## src/rtl/rr_arbiter8_pkg.sv

```systemverilog
// ----------------------------------------------------------------------------
// arb_pkg
// Shared constants for the eight-requester round-robin arbiter: requester
// count, index width, FSM state encodings and a one-hot helper.
// Optional feature macro used by the arbiter: ARB_TIMEOUT_EN.
// ----------------------------------------------------------------------------
package arb_pkg;

    localparam int ARB_N  = 8;
    localparam int ARB_IW = 3;

    typedef logic [0:0] arb_state_t;

    localparam logic [0:0] ARB_IDLE = 1'b0;
    localparam logic [0:0] ARB_BUSY = 1'b1;

    function automatic logic [ARB_N-1:0] arb_onehot(input logic [ARB_IW-1:0] idx);
        logic [ARB_N-1:0] v;
        v      = '0;
        v[idx] = 1'b1;
        return v;
    endfunction

endpackage

```

## src/rtl/rr_arbiter8_if.sv

```systemverilog
// ----------------------------------------------------------------------------
// rr_arbiter8_if
// Request/grant bundle between the requesters and the arbiter.
//   sel       master->slave  arbitration enable
//   req[7:0]  master->slave  level request vector
//   gnt[7:0]  slave->master  registered one-hot grant
//   gnt_id    slave->master  binary index of the owner (0 when no owner)
//   gnt_vld   slave->master  1 when gnt is non-zero
//   dbg_state slave->master  arbiter FSM state (IDLE/BUSY)
//
// Handshake: req[i] is a level that the requester holds until it sees
// gnt[i]; it keeps holding req[i] for as long as it wants the resource and
// drops it to release. gnt is registered, so a request sampled at edge n is
// answered after edge n; there is no separate ready, and a request dropped
// before it is granted is simply forgotten.
// ----------------------------------------------------------------------------
interface rr_arbiter8_if;
    import arb_pkg::*;

    logic              sel;
    logic [ARB_N-1:0]  req;
    logic [ARB_N-1:0]  gnt;
    logic [ARB_IW-1:0] gnt_id;
    logic              gnt_vld;
    arb_state_t        dbg_state;

    modport master (
        output sel, req,
        input  gnt, gnt_id, gnt_vld, dbg_state
    );

    modport slave (
        input  sel, req,
        output gnt, gnt_id, gnt_vld, dbg_state
    );

endinterface

```

## src/rtl/rr_arbiter8_pick.sv

```systemverilog
// ----------------------------------------------------------------------------
// rr_pick8
// Combinational rotated priority encoder. Returns the first set bit of req
// searching ptr, ptr+1, ... ptr+7 (mod 8).
//   req[7:0]  in   candidate requests
//   ptr[2:0]  in   highest-priority index
//   pick[2:0] out  selected index (0 when any=0)
//   any       out  1 when req is non-zero
// ----------------------------------------------------------------------------
module rr_pick8
    import arb_pkg::*;
(
    input  logic [ARB_N-1:0]  req,
    input  logic [ARB_IW-1:0] ptr,
    output logic [ARB_IW-1:0] pick,
    output logic              any
);

    logic [2*ARB_N-1:0] w_dbl;
    logic [ARB_N-1:0]   w_rot;
    logic [ARB_IW-1:0]  w_off;

    // w_rot[j] = req[(ptr + j) mod 8]: doubling the vector makes the
    // rotation a plain indexed slice.
    assign w_dbl = {req, req};
    assign w_rot = w_dbl[ptr +: ARB_N];

    // Scan from the top down so the lowest set offset wins.
    always_comb begin
        w_off = '0;
        for (int j = ARB_N - 1; j >= 0; j--) begin
            if (w_rot[j]) begin
                w_off = ARB_IW'(j);
            end
        end
    end

    assign pick = ptr + w_off;
    assign any  = |req;

endmodule

```

## src/rtl/rr_arbiter8.sv

```systemverilog
// ----------------------------------------------------------------------------
// rr_arbiter8
// Eight-requester round-robin arbiter with a registered one-hot grant.
// The owner keeps the grant while it requests; on release the next
// requester (searching from one past the last owner) is granted at the same
// edge. sel=0 withdraws the grant without moving the priority pointer.
//
// Parameters:
//   HOLD_MAX  max consecutive grant cycles while others wait (timeout only)
//   CNT_W     hold-counter width, 2**CNT_W >= HOLD_MAX
// Ports:
//   clk       rising-edge clock
//   rst       synchronous active-high reset
//   io_arb    rr_arbiter8_if.slave (sel, req in; gnt, gnt_id, gnt_vld,
//             dbg_state out)
// Configuration macro:
//   ARB_TIMEOUT_EN  preempt an owner after HOLD_MAX cycles when others wait
// ----------------------------------------------------------------------------
module rr_arbiter8
    import arb_pkg::*;
#(
    parameter int HOLD_MAX = 16,
    parameter int CNT_W    = 8
) (
    input  logic           clk,
    input  logic           rst,
    rr_arbiter8_if.slave   io_arb
);

    if (HOLD_MAX < 2 || HOLD_MAX > 256 || (2 ** CNT_W) < HOLD_MAX) begin : g_cfg_check
        $error("rr_arbiter8: HOLD_MAX must be 2..256 and fit in CNT_W bits");
    end

    arb_state_t        r_state;
    logic [ARB_IW-1:0] r_ptr;
    logic [ARB_IW-1:0] r_own;
    logic [ARB_N-1:0]  r_gnt;

    arb_state_t        w_nxt_state;
    logic [ARB_IW-1:0] w_nxt_ptr;
    logic [ARB_IW-1:0] w_nxt_own;
    logic [ARB_N-1:0]  w_nxt_gnt;

    logic [ARB_N-1:0]  w_cand;
    logic [ARB_IW-1:0] w_pick;
    logic              w_any;
    logic              w_own_req;
    logic              w_do_grant;
    logic              w_go_idle;

    // The current owner is never a candidate: on release its bit is already
    // low, and on preemption it must not re-win.
    assign w_cand    = io_arb.req & ~r_gnt;
    assign w_own_req = io_arb.req[r_own];

    rr_pick8 u_pick (
        .req  (w_cand),
        .ptr  (r_ptr),
        .pick (w_pick),
        .any  (w_any)
    );

`ifdef ARB_TIMEOUT_EN
    logic [CNT_W-1:0] r_hcnt;
    logic [CNT_W-1:0] w_nxt_hcnt;
    logic             w_hold_expired;

    // ">=" rather than "==": if the owner ran alone past the limit and the
    // counter kept counting, a newcomer must still be able to preempt it.
    assign w_hold_expired = (r_hcnt >= CNT_W'(HOLD_MAX - 1));
`endif

    always_comb begin
        w_do_grant = 1'b0;
        w_go_idle  = 1'b0;
        case (r_state)
            ARB_IDLE: begin
                w_do_grant = io_arb.sel && w_any;
            end
            ARB_BUSY: begin
                if (!io_arb.sel) begin
                    w_go_idle = 1'b1;
                end else if (!w_own_req) begin
                    if (w_any) begin
                        w_do_grant = 1'b1;
                    end else begin
                        w_go_idle = 1'b1;
                    end
                end
`ifdef ARB_TIMEOUT_EN
                else if (w_hold_expired && w_any) begin
                    w_do_grant = 1'b1;
                end
`endif
            end
            default: begin
                w_go_idle = 1'b1;
            end
        endcase
    end

    always_comb begin
        w_nxt_state = r_state;
        w_nxt_ptr   = r_ptr;
        w_nxt_own   = r_own;
        w_nxt_gnt   = r_gnt;
        if (w_do_grant) begin
            w_nxt_state = ARB_BUSY;
            w_nxt_own   = w_pick;
            w_nxt_gnt   = arb_onehot(w_pick);
            // New owner drops to lowest priority for the following pick.
            w_nxt_ptr   = w_pick + ARB_IW'(1);
        end else if (w_go_idle) begin
            w_nxt_state = ARB_IDLE;
            w_nxt_own   = '0;
            w_nxt_gnt   = '0;
        end
    end

`ifdef ARB_TIMEOUT_EN
    always_comb begin
        w_nxt_hcnt = r_hcnt;
        if (w_do_grant || w_go_idle) begin
            w_nxt_hcnt = '0;
        end else if (r_state == ARB_BUSY && r_hcnt != '1) begin
            w_nxt_hcnt = r_hcnt + CNT_W'(1);
        end
    end

    always_ff @(posedge clk) begin
        if (rst) begin
            r_hcnt <= '0;
        end else begin
            r_hcnt <= w_nxt_hcnt;
        end
    end
`endif

    always_ff @(posedge clk) begin
        if (rst) begin
            r_state <= ARB_IDLE;
            r_ptr   <= '0;
            r_own   <= '0;
            r_gnt   <= '0;
        end else begin
            r_state <= w_nxt_state;
            r_ptr   <= w_nxt_ptr;
            r_own   <= w_nxt_own;
            r_gnt   <= w_nxt_gnt;
        end
    end

    // r_own is cleared whenever the FSM leaves BUSY, so gnt_id reads 0 with
    // no owner and always matches gnt.
    assign io_arb.gnt       = r_gnt;
    assign io_arb.gnt_id    = r_own;
    assign io_arb.gnt_vld   = (r_state == ARB_BUSY);
    assign io_arb.dbg_state = r_state;

endmodule

```

## src/flat_wrapper.sv

```systemverilog
// flat-port wrapper written by rule: the top's interface ports become plain ports
module rr_arbiter8_flat import arb_pkg::*;
#(
    parameter int HOLD_MAX = 16,
    parameter int CNT_W    = 8
)
  (clk, rst, io_arb_sel, io_arb_req, io_arb_gnt, io_arb_gnt_id, io_arb_gnt_vld, io_arb_dbg_state);
  rr_arbiter8_if io_arb_i ();
  input  logic clk;
  input  logic rst;
  input wire logic [$bits(io_arb_i.sel)-1:0] io_arb_sel;
  input wire logic [$bits(io_arb_i.req)-1:0] io_arb_req;
  output wire logic [$bits(io_arb_i.gnt)-1:0] io_arb_gnt;
  output wire logic [$bits(io_arb_i.gnt_id)-1:0] io_arb_gnt_id;
  output wire logic [$bits(io_arb_i.gnt_vld)-1:0] io_arb_gnt_vld;
  output wire logic [$bits(io_arb_i.dbg_state)-1:0] io_arb_dbg_state;
  assign io_arb_i.sel = io_arb_sel;
  assign io_arb_i.req = io_arb_req;
  assign io_arb_gnt = io_arb_i.gnt;
  assign io_arb_gnt_id = io_arb_i.gnt_id;
  assign io_arb_gnt_vld = io_arb_i.gnt_vld;
  assign io_arb_dbg_state = io_arb_i.dbg_state;
  rr_arbiter8 #(.HOLD_MAX(HOLD_MAX), .CNT_W(CNT_W)) u_core (.clk(clk), .rst(rst), .io_arb(io_arb_i));
endmodule
```

## config.mk

```make
export PLATFORM = sky130hd
export DESIGN_NAME = rr_arbiter8_flat
export DESIGN_NICKNAME = d
export VERILOG_FILES = /design/src/rtl/rr_arbiter8_pkg.sv /design/src/rtl/rr_arbiter8_if.sv /design/src/rtl/rr_arbiter8_pick.sv /design/src/rtl/rr_arbiter8.sv /design/src/flat_wrapper.sv
export SDC_FILE = /design/constraint.sdc
export NUM_CORES = 1
export LEC_CHECK = 0
export CORE_MARGIN = 4
export CORE_UTILIZATION = 35
export DETAILED_ROUTE_END_ITERATION = 7
export DONT_BUFFER_PORTS = 1
export PLACE_DENSITY_LB_ADDON = 0.1
export SLEW_MARGIN = 20
export SYNTH_ARGS = -nofsm -noshare
export SYNTH_HDL_FRONTEND = slang
export SYNTH_SLANG_ARGS = --single-unit
```

## constraint.sdc

```tcl
create_clock -name clk -period 3.2 [get_ports clk]
set_clock_uncertainty 0.15 [all_clocks]
set_input_delay 0.32 -clock clk [delete_from_list [all_inputs] [get_ports clk]]
set_output_delay 0.32 -clock clk [all_outputs]
set_load 0.03 [all_outputs]
```

==> impl_results.md, run 1 <==
- Reg2reg path depth: 15
- Num CTS Buffers: 3
- Relative slew slack: 50.78%
- DRT Wirelength: 4.452 mm
- GPL Wtd Cong: 0.8309
- Design area: 0.001924 sq mm
- Worst Setup Path Type: register to register
- Area after DPL: 0.001647 sq mm
- FILL cells: 327
- Share of layout cells above drive strength 1: 42.71%
- Starting density of the core: 37.63%
- Class of the worst hold path: input port to register
- RSZ-0062 raised after global routing: yes
- Clock tree buffer depth: 2
- CP max stage delay: 0.46 ns
- CP delay by family, top: compound AO/OA/AOI/OAI gates
- Least-Margin Pin Slew: 0.7367 ns
- Syn_area_per_cell: 8.260 sq um
- CP Depth: 15
- Crit-path most repeated cell: ha_4
- Post-Syn Area: 0.001305 sq mm
- HPWL after DPL: 3.233 mm
- Outcome: finished, violations left
- Worst setup EP type: register
- Final hold violations: 0
- Yosys warnings: 0
- GRT Util Overall: 18.25%
- Max Transition Viols Final: 0
- Syn_nets: 172
- GRT overflow: 0
- H-tree depth: 1
- Worst hold stages: 2
- Core Util, Final: 55.48%
- Number of synthesized flops with an enable pin: 0
- Worst EP required: 3.23 ns
- Max Cap Viol: 0
- Detail Route Antenna Nets: 0
- Row cnt: 21
- Root Driver: clkbuf_8
- Final setup viols: 4
- Setup ws final: -0.08375 ns
- Ys async rst share: 0%
- Ant diodes: 0
- Vias in the first global route: 1422
- Drt via density: 5.922
- CP max FO: 7
- Critical path cell sequence: buf_6, inv_2, o21ai_2, buf_4, or3_1, o311ai_1, nand2_1, o31ai_4, ha_4, fa_2, ha_4, xnor2_4, a2111oi_2, a221oi_2, a21oi_1
- Fin nets: 214
- Global-route wire length before repair: 7.245 mm
- Die Width: 69.06 um
- Antenna violations before repair: 0
- First-pass DRT Iterations: 4
- Ys flop type: dfxtp_1
- Number of distinct library cells after synthesis: 51
- Worst path slowest cell: fa_2
- Detailed-route DRC error count: 0
- Avg WL per Cell: 18.17 um
- Die height: 69.06 um
- DR iter-0 viols: 92
- Largest net degree at the start of global routing: 13
- Post-synthesis sequential area ratio: 23.01%
- Worst setup SP type: register
- IO Pins: 24
- Area delta synth->final: 47.46%
- Via count: 1451
- Final period utilization: 102.6%
- Crit path buffers/inverters: 3
- Die area: 0.004769 sq mm
- Min Tclk post-route: 3.284 ns
- Failing checks: negative setup slack
- Place WS: -0.2791 ns
- Highest clock rate: 304.5 MHz
- CTS tree: done
- I/O Buffers: 0
- Core ar.: 0.003468 sq mm
- FF+latch count, synth: 15
- P per Cell Area: 1041 mW/mm^2
- P_leak: 0.7660 nW
- Latest clock arrival within the worst-skew pair: 0.25 ns
- CTS sink count: 15
- Reg clk slew, reported paths: 0.07 ns
- Synth Instances: 158
- Peak VDD IR: 0.6342 mV
- Crit path DAT: 3.31 ns
[timing repair]
item                       CTS  global route
cloned                       0             0
hold endpoints to repair     6             0
pin swaps                   13            10
setup buffers                8             0
gates resized for setup     13            23
hold buffers                 4             0
setup endpoints to repair    9            13
[per-stage QoR]
step,hold slack (ns),cells,setup TNS (ns),total power [W]
6_report,0.08855,245,-0.2034,0.002004
5_1_grt,0.09522,245,-0.9096,0.002133
4_1_cts,0.09132,246,-0.3918,0.001824
3_5_place_dp,0.2374,230,-1.212,0.001481
3_3_place_gp,0.2366,230,-1.371,0.001476
2_1_floorplan,0.3333,158,-0.07907,0.001121
[cell usage after synthesis (2+ instances only)]
| cell type | number | area share, % |
|---|---|---|
| nand2b_1 | 6 | 2.9 |
| ha_1 | 2 | 1.9 |
| and4_1 | 2 | 1.3 |
| a22o_1 | 2 | 1.3 |
| nor2_1 | 12 | 3.5 |
| nand3b_1 | 7 | 4.0 |
| o21a_1 | 2 | 1.2 |
| nor3b_1 | 2 | 1.2 |
| inv_1 | 7 | 2.0 |
| nor2b_1 | 4 | 1.9 |
| mux4_2 | 2 | 3.5 |
| nand4_1 | 3 | 1.4 |
| clkinv_1 | 2 | 0.58 |
| nand2_1 | 9 | 2.6 |
| or4_1 | 2 | 1.2 |
| mux2i_1 | 2 | 1.5 |
| o2111a_1 | 2 | 1.7 |
| o2bb2ai_1 | 3 | 2.0 |
| nor3_1 | 10 | 3.8 |
| a21oi_1 | 6 | 2.3 |
| a21o_1 | 2 | 1.2 |
| clkbuf_1 | 3 | 0.86 |
| a32o_1 | 4 | 3.1 |
| a211oi_1 | 2 | 1.2 |
| or3b_2 | 2 | 1.3 |
| and2_1 | 2 | 0.96 |
| a31oi_1 | 2 | 0.96 |
| a211o_1 | 3 | 2.0 |
| o21ai_0 | 9 | 3.5 |
| dfxtp_1 | 15 | 23 |
| o311ai_0 | 4 | 2.7 |
| nand3_1 | 4 | 1.5 |
[worst paths after layout]
path | startpoint | end | slack, ns
worst min-delay path | rst | u_core.io_arb.gnt[3] | 0.09
worst max-delay path | u_core.r_ptr[0] | u_core.r_ptr[2] | -0.08
worst max register to register | u_core.r_ptr[0] | u_core.r_ptr[2] | -0.08
worst min register to register | u_core.io_arb.gnt[1] | u_core.io_arb.gnt[1] | 0.49
[layer usage]
metal  track usage [%]  vias up  wire length, um
met5                 0        -                0
met4             5.206        0               57
li1                  -      702                -
met2             30.19       41             2152
met3             3.779        8              249
met1             23.83      700             1993
[registers in the layout, summed over array words and instances, names as in the netlist]
name and cells:
u_core.io_arb.dbg_state 1, u_core.io_arb.gnt 8, u_core.io_arb.gnt_id 3, u_core.r_ptr 3
[cell type report]
| type | instances | area (sq um) | share of cell area [%] |
|---|---|---|---|
| Sequential cell | 15 | 321.6 | 16.71 |
| Multi-Input combinational cell | 127 | 1100 | 57.15 |
| Clock inverter | 1 | 7.507 | 0.3901 |
| Timing Repair Buffer | 44 | 362.8 | 18.86 |
| Inverter | 9 | 33.78 | 1.756 |
| Tap cell | 46 | 57.56 | 2.991 |
| Clock buffer | 3 | 41.29 | 2.146 |
[placed cells by master (no fill, tap or decap), types with 3 or more instances in the layout]
master	Yosys	layout
dfxtp_1	15	6
nand3b_1	7	7
buf_4	1	34
dfxtp_4	0	4
nand2_1	9	8
a211o_1	3	3
nor2b_1	4	3
clkbuf_8	0	3
nor3_2	0	3
o21ai_0	9	4
nand4_1	3	3
a32o_1	4	3
nand3_1	4	4
nand2b_1	6	4
nor3_1	10	6
nor2_1	12	11
o21ai_1	0	4
inv_1	7	6
dfxtp_2	0	5
or3b_4	0	3
buf_6	1	6
a21oi_1	6	6
dlygate4sd3_1	0	4
[power breakdown]
group | leakage [nW] | total (W) | switching [W] | internal [W]
logic | 0.617 | 0.00151 | 0.000749 | 0.000762
clock network | 0.0217 | 0.000163 | 0.0000750 | 0.0000875
registers | 0.128 | 0.000330 | 0.0000790 | 0.000251
[cell families after synthesis]
group | after synthesis | synth area share, %
and+or+nand+nor | 68 | 29.43
AOI/OAI and AO/OA | 48 | 28.76
buffers and inverters | 16 | 5.561
DFF | 15 | 23.01
muxes | 5 | 6.999
adders and majority gates | 4 | 4.314
xor gates and xnor gates | 2 | 1.918
(Power assumes the default switching activity.)
==> run 2: changes to the inputs <==
--- a/config.mk
+++ b/config.mk
@@ -5,11 +5,13 @@
 export SDC_FILE = /design/constraint.sdc
 export NUM_CORES = 1
 export LEC_CHECK = 0
+export CORE_ASPECT_RATIO = 1.4
 export CORE_MARGIN = 4
 export CORE_UTILIZATION = 35
 export DETAILED_ROUTE_END_ITERATION = 7
 export DONT_BUFFER_PORTS = 1
 export PLACE_DENSITY_LB_ADDON = 0.1
+export RECOVER_POWER = 25
 export SLEW_MARGIN = 20
 export SYNTH_ARGS = -nofsm -noshare
 export SYNTH_HDL_FRONTEND = slang
==> run 2 against run 1 <==
The flow finishes with violations (negative hold slack, negative setup slack). Routed wire length decreased by 1.5%. Worst hold slack worse by 0.11 ns. Design area decreased by 7.3%. Die area grew 0.29%. Critical path depth decreased by 1. Fmax decreased by 2.8%. Clock power fell by 4%.
==> impl_results.md, run 2 (synthesis results as in run 1) <==
- Class of the worst hold path: input port to register
- Combinational power share: 73.2% (-2.2 points)
- RSZ-0062 raised after global routing: yes
- Reg2reg end: u_core.r_ptr[2]
- Avg WL per Cell: 18.73 um (+3.1%)
- Most common cell after layout, fill and taps aside: buf_4
- Die area: 0.004783 sq mm (+0.29%)
- Final period utilization: 105.5% (+2.9 points)
- Antenna violations before repair: 0 (unchanged)
- DRT Wirelength: 4.383 mm (-1.5%)
- Most frequent cells in the layout: buf_4, nor2_1, nor3_1, nand2_1
- Worst hold stages: 1 (-1)
- Num CTS Buffers: 3 (unchanged)
- Detailed-route DRC error count: 0 (unchanged)
- Worst Setup Path Type: register to register
- Reg clk slew, reported paths: 0.06 ns (about the same)
- Vias in the first global route: 1442 (+1.4%)
- Hold endpoint: u_core.r_ptr[0]
- Place WS: -0.2281 ns (+0.05103 ns)
- Latest clock arrival within the worst-skew pair: 0.25 ns (about the same)
- Die Width: 59.61 um (-14%)
- CTS sink count: 15 (unchanged)
- P_leak: 0.7091 nW (-7.4%)
- Max FFs per register: 8 (unchanged)
- GR Util met1: 19.18% (-4.7 points)
- RR Startpoint: u_core.r_ptr[0]
- Busiest metal layer after global routing: met2
- Root Driver: clkbuf_8
- Failing checks: negative hold slack, negative setup slack
- Area delta synth->final: 36.72%
- HPWL after DPL: 3.499 mm (+8.2%)
- CP max FO: 6 (-1)
- Clock Power Share: 8.4% (+0.3 points)
- Final std cells w/o fill: 234 (-4.5%)
- Worst hold margin: -0.02361 ns (-0.1122 ns)
- Sw Share: 46.01% (+0.93 points)
- Met3 Track Usage GR: 3.537% (-0.24 points)
- Setup ws final: -0.1775 ns (-0.09371 ns)
- IO Pins: 24 (unchanged)
- CTS tree: done
- Clock tree buffer depth: 2 (unchanged)
- Crit path buffers/inverters: 1 (-2)
- GRT Util Overall: 19.06% (+0.80 points)
- Outcome: finished, violations left
- I/O Buffers: 0 (unchanged)
- First-pass DRT Iterations: 4 (unchanged)
- Starting density of the core: 36.14% (-1.5 points)
- Die height: 80.25 um (+16%)
- FILL cells: 350 (+7.0%)
- CP delay by family, top: adder cells
- FF-to-FF setup slack: -0.18 ns (-0.09 ns)
- Final hold violations: 5 (+5)
- GPL Wtd Cong: 1.007 (+21%)
- Met2 Use GR: 36.76% (+6.6 points)
- Detail Route Antenna Nets: 0 (unchanged)
- HP Start: rst
- Largest net degree at the start of global routing: 13 (unchanged)
- Crit path DAT: 3.37 ns (+0.06 ns)
- Min Tclk post-route: 3.377 ns (+0.09371 ns)
- P per Cell Area: 1036 mW/mm^2 (-0.47%)
- Global-route wire length before repair: 6.955 mm (-4.0%)
- Worst setup EP type: register
- H-tree depth: 1 (unchanged)
- Row cnt: 26 (+24%)
- CTS Hold Buffers Added: 1 (-3)
- DR iter-0 viols: 54 (-41%)
- Worst setup SP type: register
- Least-Margin Pin Slew: 0.7153 ns (-0.02142 ns)
- Cell internal pwr: 0.0009983 W (-9.3%)
- Critical path cell sequence: buf_6, nor3b_2, a21o_1, mux4_2, nor3_2, a211oi_2, o31ai_2, ha_2, fa_2, ha_4, xnor2_4, nor2_1, a221oi_1, a21oi_1
- CP max stage delay: 0.47 ns (about the same)
- Max Cap Viol: 0 (unchanged)
- Reg2reg path depth: 14 (-1)
- Ant diodes: 0 (unchanged)
- Relative slew slack: 52.22% (+1.4 points)
- Net Switching: 0.0008509 W (-5.8%)
- Via count: 1454 (+0.21%)
- Final setup viols: 6 (+2)
- Flop pwr share: 18.3% (+1.8 points)
- Share of layout cells above drive strength 1: 37.50% (-5.2 points)
- Highest clock rate: 296.1 MHz (-2.8%)
- GRT overflow: 0 (unchanged)
- Setup crit start: u_core.r_ptr[0]
- Cells after DPL: 225 (-2.2%)
- Drt via density: 6.214 (+4.9%)
- Total negative slack: -0.5719 ns (-0.3685 ns)
- Worst path slowest cell: mux4_2
- Worst EP required: 3.19 ns (-0.04 ns)
- Core ar.: 0.003611 sq mm (+4.1%)
- Max Transition Viols Final: 0 (unchanged)
- Peak VDD IR: 0.8612 mV (+36%)
- Fin nets: 207 (-3.3%)
==> run 2: cell types whose count changed in the layout (fill, tap and decap cells not counted), sizes merged <==
cell / delta
buf: -8
clkbuf: +4
clkinvlp: -1
dlygate4sd3: -3
clkinv: +1
==> run 2: area by class of cell <==
type                       instances  area (sq um)  share of cell area, %
clock buffer                       3         41.29                  2.314
clock inverter                     1         5.005                 0.2805
inverter                           9         33.78                  1.893
multi-input combinational        127          1050                  58.84
sequential                        15         321.6                  18.02
tap                               42         52.55                  2.945
timing repair buffer              37         280.3                  15.71
==> run 2: metrics by stage <==
stage	area, sq um	hold WS (ns)	power (W)	util [%]
2_1_floorplan	1386	0.3333	0.001121	-
3_3_place_gp	1634	0.2357	0.001469	45.25
3_5_place_dp	1634	0.2393	0.001474	45.25
5_1_grt	1784	-0.02692	0.001980	49.41
6_report	1784	-0.02361	0.001849	49.41
4_1_cts	1764	-0.02067	0.001797	48.86
==> run 2: how the worst max path moves through the flow <==
stage | end | slack [ns] | cells past startpoint
detailed placement | u_core.r_ptr[2] | -0.23 | 13
global route | u_core.r_ptr[2] | -0.33 | 14
finish | u_core.r_ptr[2] | -0.18 | 14
floorplan | u_core.r_ptr[2] | -0.08 | 14
global placement | u_core.io_arb.gnt[1] | -0.22 | 11
CTS | u_core.r_ptr[2] | -0.19 | 14
==> run 2: what timing repair did <==
action / 4_1_cts / 5_1_grt
endpoints found under the setup margin: 6 / 11
gates cloned: 0 / 0
setup buffers: 4 / 0
hold endpoints to repair: 6 / 5
pin swaps: 13 / 5
gates resized for setup: 15 / 8
==> run 2: worst reg2reg max path, delay by kind of cell, from the launching register on <==
family          cells  cell delay [ns]
fa+ha+maj           3             0.90
compound gates      5             0.84
mux                 1             0.47
flops               1             0.38
simple gates        3             0.25
xor+xnor            1             0.16
buf+inv             1             0.12
==> run 2: per-layer routing <==
metal | vias up | share of wire [%]
li1 | 679 | -
met1 | 721 | 36
met2 | 45 | 56
met3 | 9 | 5.2
met4 | 0 | 2.6
met5 | - | 0
==> run 2: power groups by stage <==
stage	combinational, W	sequential (W)	clock (W)
floorplan	0.000736	0.000385	0
CTS	0.00130	0.000339	0.000155
finish	0.00135	0.000339	0.000156
detailed placement	0.00113	0.000349	0
global placement	0.00112	0.000349	0
global route	0.00147	0.000346	0.000165
